===== config.mk =====
export PLATFORM = sky130hd
export DESIGN_NAME = mem_port_arbiter
export DESIGN_NICKNAME = d
export VERILOG_FILES = /design/src/rtl/mem_port_arbiter.sv
export SDC_FILE = /design/constraint.sdc
export NUM_CORES = 1
export LEC_CHECK = 0
export ABC_AREA = 1
export BUFFER_PORTS_ARGS = -buffer_cell sky130_fd_sc_hd__buf_4
export CAP_MARGIN = 20
export CORE_ASPECT_RATIO = 0.5
export CORE_MARGIN = 4
export CORE_UTILIZATION = 42
export DETAILED_ROUTE_END_ITERATION = 7
export PLACE_DENSITY = 0.86
export SLEW_MARGIN = 10
export SYNTH_ARGS = -nofsm -noshare
export SYNTH_HDL_FRONTEND = slang
export SYNTH_SLANG_ARGS = --single-unit
export TNS_END_PERCENT = 1

===== constraint.sdc =====
create_clock -name clk -period 1.5 [get_ports clk]
set_input_delay 0.225 -clock clk [delete_from_list [all_inputs] [get_ports clk]]
set_output_delay 0.225 -clock clk [all_outputs]
set_load 0.05 [all_outputs]

===== src/rtl/mem_port_arbiter.sv =====
// Single-port memory arbiter between the CPU load/store path and the VGA reader.
// VGA wins ties; a saturating starvation counter forces a CPU slot after STARVE_MAX VGA grants.
module mem_port_arbiter #(
  parameter int ADDR_W     = 16,
  parameter int DATA_W     = 16,
  parameter int RD_LAT     = 1,
  parameter int STARVE_MAX = 4
) (
  input  logic              clk,
  input  logic              reset,
  input  logic              cpu_req,
  input  logic              cpu_we,
  input  logic [ADDR_W-1:0] cpu_addr,
  input  logic [DATA_W-1:0] cpu_wdata,
  output logic [DATA_W-1:0] cpu_rdata,
  output logic              cpu_ack,
  input  logic              vga_req,
  input  logic [ADDR_W-1:0] vga_addr,
  output logic [DATA_W-1:0] vga_rdata,
  output logic              vga_ack,
  output logic              mem_en,
  output logic              mem_we,
  output logic [ADDR_W-1:0] mem_addr,
  output logic [DATA_W-1:0] mem_wdata,
  input  logic [DATA_W-1:0] mem_rdata,
  output logic              busy,
  output logic              grant_vga
);

  // state | meaning
  // IDLE  | arbitrate between cpu_req and vga_req
  // ISSUE | one-cycle memory strobe for the latched owner
  // WAIT  | RD_LAT cycles of read latency; capture on the last one
  // ACK   | one-cycle ack pulse to the owner, then mandatory return to IDLE
  typedef enum logic [1:0] {IDLE, ISSUE, WAIT, ACK} state_t;

  localparam int SW = $clog2(STARVE_MAX + 1);
  localparam int LW = 2;

  state_t            state, state_nxt;
  logic [SW-1:0]     starve_cnt;
  logic [LW-1:0]     lat_cnt;
  logic              owner_vga, owner_we;
  logic [ADDR_W-1:0] addr_q;
  logic [DATA_W-1:0] wdata_q;
  logic              grant, pick_vga, starved, lat_done;

  assign starved  = (starve_cnt == SW'(STARVE_MAX));
  assign lat_done = (lat_cnt == '0);

  always_ff @(posedge clk) begin
    if (reset) state <= IDLE;
    else       state <= state_nxt;
  end

  always_comb begin
    state_nxt = state;
    grant     = 1'b0;
    pick_vga  = 1'b0;
    mem_en    = 1'b0;
    mem_we    = 1'b0;
    cpu_ack   = 1'b0;
    vga_ack   = 1'b0;
    busy      = 1'b1;
    unique case (state)
      IDLE: begin
        busy = 1'b0;
        if (vga_req || cpu_req) begin
          grant     = 1'b1;
          pick_vga  = vga_req && !(cpu_req && starved);
          state_nxt = ISSUE;
        end
      end
      ISSUE: begin
        mem_en    = 1'b1;
        mem_we    = owner_we;
        state_nxt = owner_we ? ACK : WAIT;
      end
      WAIT: begin
        if (lat_done) state_nxt = ACK;
      end
      ACK: begin
        cpu_ack   = !owner_vga;
        vga_ack   = owner_vga;
        state_nxt = IDLE;
      end
      default: state_nxt = IDLE;
    endcase
  end

  always_ff @(posedge clk) begin
    if (reset) begin
      starve_cnt <= '0;
      lat_cnt    <= '0;
      owner_vga  <= 1'b0;
      owner_we   <= 1'b0;
      addr_q     <= '0;
      wdata_q    <= '0;
      cpu_rdata  <= '0;
      vga_rdata  <= '0;
    end else begin
      if (grant) begin
        owner_vga <= pick_vga;
        owner_we  <= !pick_vga && cpu_we;
        addr_q    <= pick_vga ? vga_addr : cpu_addr;
        wdata_q   <= pick_vga ? '0 : cpu_wdata;
        // Only VGA grants that bypass a waiting CPU count toward starvation.
        if (pick_vga && cpu_req)
          starve_cnt <= starved ? starve_cnt : starve_cnt + SW'(1);
        else
          starve_cnt <= '0;
      end
      if (state == ISSUE)
        lat_cnt <= LW'(RD_LAT - 1);
      else if (state == WAIT && !lat_done)
        lat_cnt <= lat_cnt - LW'(1);
      if (state == WAIT && lat_done) begin
        if (owner_vga) vga_rdata <= mem_rdata;
        else           cpu_rdata <= mem_rdata;
      end
    end
  end

  assign mem_addr  = addr_q;
  assign mem_wdata = wdata_q;
  assign grant_vga = owner_vga;

endmodule


==> results of run 1 <==
metrics by stage:
stage          TNS (ns)  utilization, %  std cells
2_1_floorplan    -0.218               -        426
3_3_place_gp          0            62.1        646
3_5_place_dp          0            62.1        646
4_1_cts        -0.00870            66.6        662
5_1_grt          -0.160            68.4        667
6_report              0            68.4        667
per-layer routing:
metal / wire (µm) / track usage (%) / vias to the layer above
met1: 3940 / 23.3 / 1438
li1: - / - / 1648
met3: 475 / 5.53 / 19
met4: 206 / 8.90 / 0
met2: 4410 / 32.3 / 73
met5: 0 / 0 / -
kinds of logic (layout without fill, tap and decap cells):
kind of cell    count (synthesis)  in the layout
simple gates                  183            183
fa+ha+maj                       7              7
compound gates                 91             91
buf+inv                        72            221
flops                          73             73
cells in the mapped netlist (all sizes together):
master / instances / area share, %
clkbuf: 12 / 1.5
nand4: 1 / 0.20
a211oi: 1 / 0.24
nand3: 38 / 6.6
buf: 12 / 2.4
nor2: 91 / 11
or2: 1 / 0.20
ha: 7 / 2.9
a21oi: 38 / 6.2
inv: 48 / 5.9
dfxtp: 73 / 48
o21ai: 52 / 8.5
nand2: 52 / 6.4
timing repair:
item / CTS / global route
pin swaps: 0 / 3
setup buffers: 0 / 3
endpoints found under the setup margin: 4 / 50
cloned: 0 / 2
gates resized for setup: 7 / 13
flip-flops by register name, summed over array words and instances, names as in the netlist:
register and count:
mem_addr 16, starve_cnt 3, mem_wdata 16, cpu_rdata 16, state 2, vga_rdata 16
lat_cnt 2, owner_we 1, grant_vga 1
tightest hold or removal path, delay by kind of cell:
kind | cells | cell delay (ns)
buf+inv | 1 | 0.08
compound gates | 1 | 0.05
simple gates | 1 | 0.07
area by class of cell:
cell class | instances | area (µm²) | area share [%]
Multi-Input combinational cell | 281 | 1350 | 28.7
Sequential cell | 73 | 1470 | 31.1
Clock buffer | 10 | 229 | 4.86
Tap cell | 92 | 115 | 2.44
Timing Repair Buffer | 157 | 1310 | 27.8
Inverter | 48 | 180 | 3.82
Clock inverter | 6 | 58.8 | 1.25
cell usage in the layout, fill, tap and decap left out, types with 6 or more instances in the layout:
| cell | instances |
|---|---|
| a21oi_1 | 38 |
| buf_12 | 6 |
| buf_4 | 143 |
| buf_6 | 6 |
| clkbuf_16 | 11 |
| dfxtp_1 | 71 |
| inv_1 | 41 |
| inv_2 | 7 |
| nand2_1 | 51 |
| nand3_1 | 37 |
| nor2_1 | 88 |
| o21ai_0 | 42 |
| o21ai_1 | 10 |
how the worst min path moves through the flow:
| stage | from | to | slack [ns] | depth (start not counted) |
|---|---|---|---|---|
| after floorplan | mem_rdata[0] | cpu_rdata[0] | 0.36 | 2 |
| after global placement | vga_rdata[3] | vga_rdata[3] | 0.43 | 2 |
| after detailed placement | vga_rdata[4] | vga_rdata[4] | 0.44 | 2 |
| after CTS | cpu_wdata[7] | mem_wdata[7] | 0.11 | 3 |
| after global routing | mem_rdata[12] | cpu_rdata[12] | 0.12 | 3 |
| final | cpu_wdata[7] | mem_wdata[7] | 0.12 | 3 |
power groups by stage:
stage / Combinational [mW] / Clock, mW / Sequential [mW]
global placement: 5.23 / 0 / 2.86
global route: 6.13 / 2.21 / 2.95
finish: 5.73 / 2.09 / 2.87
detailed placement: 5.33 / 0 / 2.86
floorplan: 1.82 / 0 / 4.68
CTS: 5.37 / 2.12 / 2.85
==> results.toml, run 1 <==
[run_status]
status = "completed"

[sta]
fin_crit_ns = 1.46
rsz0062_at_grt = "true"
timing.fmax_ghz = 0.685
finClkSkew_ns = 0.00931
max-slew-margin-rel_pct = 76.3
period_share_pct = 97.4
finalSetupViolations = 0
setup_slack_ns = 0.0395
hold_viol = 0
drv_slew = 0
whs_ns = 0.116
tightestPinTransition_ns = 0.353

[setup_path]
critPathBufInv = 3
critPathMaxStageDelay_ns = 0.36
arrival_ns = 1.72
cp_top_family = "simple AND/OR/NAND/NOR gates"
cp-startpoint = "state[1]"
worstPathCellList = "buf_6, ha_1, inv_1, nor2_1, inv_1, nand2_1, nand2_1, a21oi_1"
cp_max_fo = 5
r2r-end = "state[0]"
critPathKind = "reg -> reg"
r2r_cells = 8
timing.rr.start = "state[1]"
worst-path-stages = 8
cp.required_ns = 1.76
cp_slowest_cell = "dfxtp_4"
startpoint_type = "register"
rrSetupSlack_ns = 0.04
end_kind = "register"
worstSetupEndpoint = "state[0]"

[placed_design]
postPlaceCellArea_um2 = 4270
io_buffers = 138
gp_congestion = 0.798
dp_hpwl_um = 6090
place_ws_ns = 0.0344

[power_and_ir_drop]
p_leak_nw = 2.32
power_frac_comb_pct = 53.6
power.share.switching_pct = 45.8
irDropWorstVdd_uv = 1070
clockPowerShare_pct = 19.5
switchingPower_mw = 4.89
pwr_density_cell_nw_per_um2 = 2270
seqPwrFrac_pct = 26.8
internal_power_mw = 5.80
power_mw = 10.7

[logic_synthesis]
synthCells = 426
ys_warn_count = 0
synthAdderAreaFrac_pct = 2.85
avgSynthCellArea_um2 = 7.20
syn_nets = 502
synth_mux_area_share_pct = 0
syn-cell-area_um2 = 3070
synth_cell_type_count = 22
synth_top_family_by_area = "simple AND/OR/NAND/NOR gates"
synth_compound_area_share_pct = 14.9
synth_xor_area_share_pct = 0
synth-seq-area-share_pct = 47.6
ys_ff_latch = 73
synthSimpleGateAreaFrac_pct = 24.9

[drt]
drcViolationCount = 0
vias = 3178
drt-wirelength-per-cell_um = 13.5
dr.pass1.iters = 4
first_iter_violations = 182
ant_nets = 0
routed_wl_um = 9030
viasPerCell = 4.76

[global_route]
grt_max_degree = 38
grt_pass1_wl_um = 13400
track_usage_pct = 19.3
grt_pass1_vias = 2814
grt_overflow = 0
antenna_found_initial = 0

[clock_tree]
clock_sinks = 73
htree_levels = 3
cts.reportedPaths.clkPinSlew_ns = 0.06
ctsLongestPathBuffers = 2
cts_hold_buf = 0
cts_tree = "done"
cts_buffers = 9
clkLatencyLatePin_ns = 0.34
clockRootBuffer = "clkbuf_16"

[floorplan]
initial_core_util_pct = 44.6
dieArea_um2 = 8820
placementRows = 21
ioPinCount = 139
coreArea_um2 = 6880
die_y_um = 68.4
dieWidth_um = 129

[cells_and_area]
design_area_um2 = 4710
nets = 646
layout-drive-gt1-share_pct = 33.0
fillers = 563
diodes = 0
areaGrowthSynthToFinish_pct = 53.5

[run]
max_cap_violations = 0

[min_path]
hp-class = "in -> reg"
No activity file was read; power rests on OpenSTA's default activity.
==> run 2, diff against run 1 <==
Settings changed: CORE_MARGIN 4 to 3.
==> run 2 against run 1 <==
Against the previous run:
- the run now ends with negative setup slack left
- global-route usage rose by 0.67 points
- clock skew fell by 0.0041 ns
- via count fell by 1.7%
- worst hold slack improved by 0.0092 ns
- clock power barely moved
- largest cell class unchanged
- largest power group unchanged
- highest routed layer unchanged
==> results.toml, run 2 (synthesis gave the netlist of run 1 again) <==
[floorplan]
coreArea_um2 = 6880
dieWidth_um = 127
ioPinCount = 139
placementRows = 21
dieArea_um2 = 8430
initial_core_util_pct = 44.6
die_y_um = 66.4

[clock_tree]
clkLatencyLatePin_ns = 0.33
htree_levels = 3
cts.reportedPaths.clkPinSlew_ns = 0.06
clockRootBuffer = "clkbuf_16"
cts_buffers = 9
ctsLongestPathBuffers = 2
cts_hold_buf = 0
cts_tree = "done"
clock_sinks = 73

[sta]
tightestPinTransition_ns = 0.434
rsz0062_at_grt = "true"
period_share_pct = 101
tns_ns = -0.0182
setup_slack_ns = -0.0182
finClkSkew_ns = 0.00523
max-slew-margin-rel_pct = 70.8
timing.fmax_ghz = 0.659
fin_crit_ns = 1.52
drv_slew = 0
finalSetupViolations = 1
hold_viol = 0

[power_and_ir_drop]
pwr_density_cell_nw_per_um2 = 2240
irDropWorstVdd_uv = 943
p_leak_nw = 2.26

[global_route]
grt_pass1_wl_um = 13500
grt_max_degree = 51
grt_overflow = 0
antenna_found_initial = 0
grt_pass1_vias = 2955
track_usage_pct = 19.9

[cells_and_area]
diodes = 0
finalNonFillerCells = 661
final_common_cell = "buf_4"
nets = 640
areaGrowthSynthToFinish_pct = 49.6
layout-drive-gt1-share_pct = 32.0
layout_common_cells = "buf_4 (143), nor2_1 (87), dfxtp_1 (71)"
fillers = 588

[drt]
drcViolationCount = 0
vias = 3125
routed_wl_um = 8360
viasPerCell = 4.73
first_iter_violations = 134
dr.pass1.iters = 4
ant_nets = 0
drt-wirelength-per-cell_um = 12.6

[min_path]
hp-class = "in -> reg"

[setup_path]
critPathMaxStageDelay_ns = 0.38
startpoint_type = "register"
critPathBufInv = 3
end_kind = "output port"
critPathKind = "reg -> out"
worstPathCellList = "inv_1, ha_2, inv_2, buf_6"
cp_max_fo = 5
arrival_ns = 1.29
cp.required_ns = 1.27
cp_top_family = "flip-flops"
cp_slowest_cell = "dfxtp_2"

[placed_design]
placedCellCount = 645
io_buffers = 138
gp_congestion = 0.812
dp_hpwl_um = 5900

[run_status]
status = "finished with violations"
failed_checks = "negative setup slack"

[run]
max_cap_violations = 0
run 2: cell types whose count changed in the layout (fill, tap and decap cells not counted), sizes merged:
| cell | before | now |
|---|---|---|
| buf | 155 | 151 |
| clkbuf | 12 | 11 |
| clkinv | 5 | 2 |
| clkinvlp | 0 | 2 |
run 2: where the power goes:
group	total (mW)	switching [mW]	internal (mW)
logic	5.30	3.63	1.67
registers	2.86	0.325	2.53
clock network	2.11	0.783	1.33
total	10.3	4.74	5.53
run 2: stage by stage:
step	instance area [µm²]	total power, mW	setup WS, ns	utilization (%)	hold slack (ns)
6_report	4590	10.3	-0.0182	66.7	0.126
3_5_place_dp	4250	8.12	0.0680	61.8	0.435
3_3_place_gp	4250	8.04	0.115	61.8	0.431
4_1_cts	4570	10.3	-0.0176	66.4	0.112
2_1_floorplan	3070	6.50	-0.0162	-	0.360
5_1_grt	4590	10.9	-0.0724	66.7	0.126
run 2: layout make-up:
type | instances | area, µm² | share of cell area, %
flip-flops and latches | 73 | 1460 | 31.9
multi-input cells | 281 | 1340 | 29.1
repair buffers | 151 | 1200 | 26.1
clock buffers | 11 | 243 | 5.29
inverters | 48 | 180 | 3.92
well taps | 92 | 115 | 2.51
clock inverters | 5 | 55.1 | 1.20
run 2: worst paths after layout:
check	from	to	slack, ns	cells after the start
setup / recovery	state[1]	busy	-0.02	4
hold / removal	cpu_wdata[2]	mem_wdata[2]	0.13	3
setup reg to reg	state[1]	grant_vga	0.07	6
hold reg to reg	vga_rdata[14]	vga_rdata[14]	0.44	2
run 2: timing repair:
item | in CTS | in global routing
setup endpoints to repair | 5 | 39
resized for setup | 7 | 6
endpoints found under the hold margin | 0 | 0
buffers inserted | 0 | 0
run 2: worst min-delay path, delay by kind of cell:
family                 cells  cell delay (ns)
AO/OA/AOI/OAI              1             0.05
AND/OR/NAND/NOR            1             0.07
buffers and inverters      1             0.08
run 2: routing by layer:
metal	GRT usage (%)	share of wire (%)	up-vias
met5	0	0	-
met3	6.53	6.4	18
met4	10.0	2.6	0
met1	22.4	42	1385
li1	-	-	1633
met2	34.4	49	89
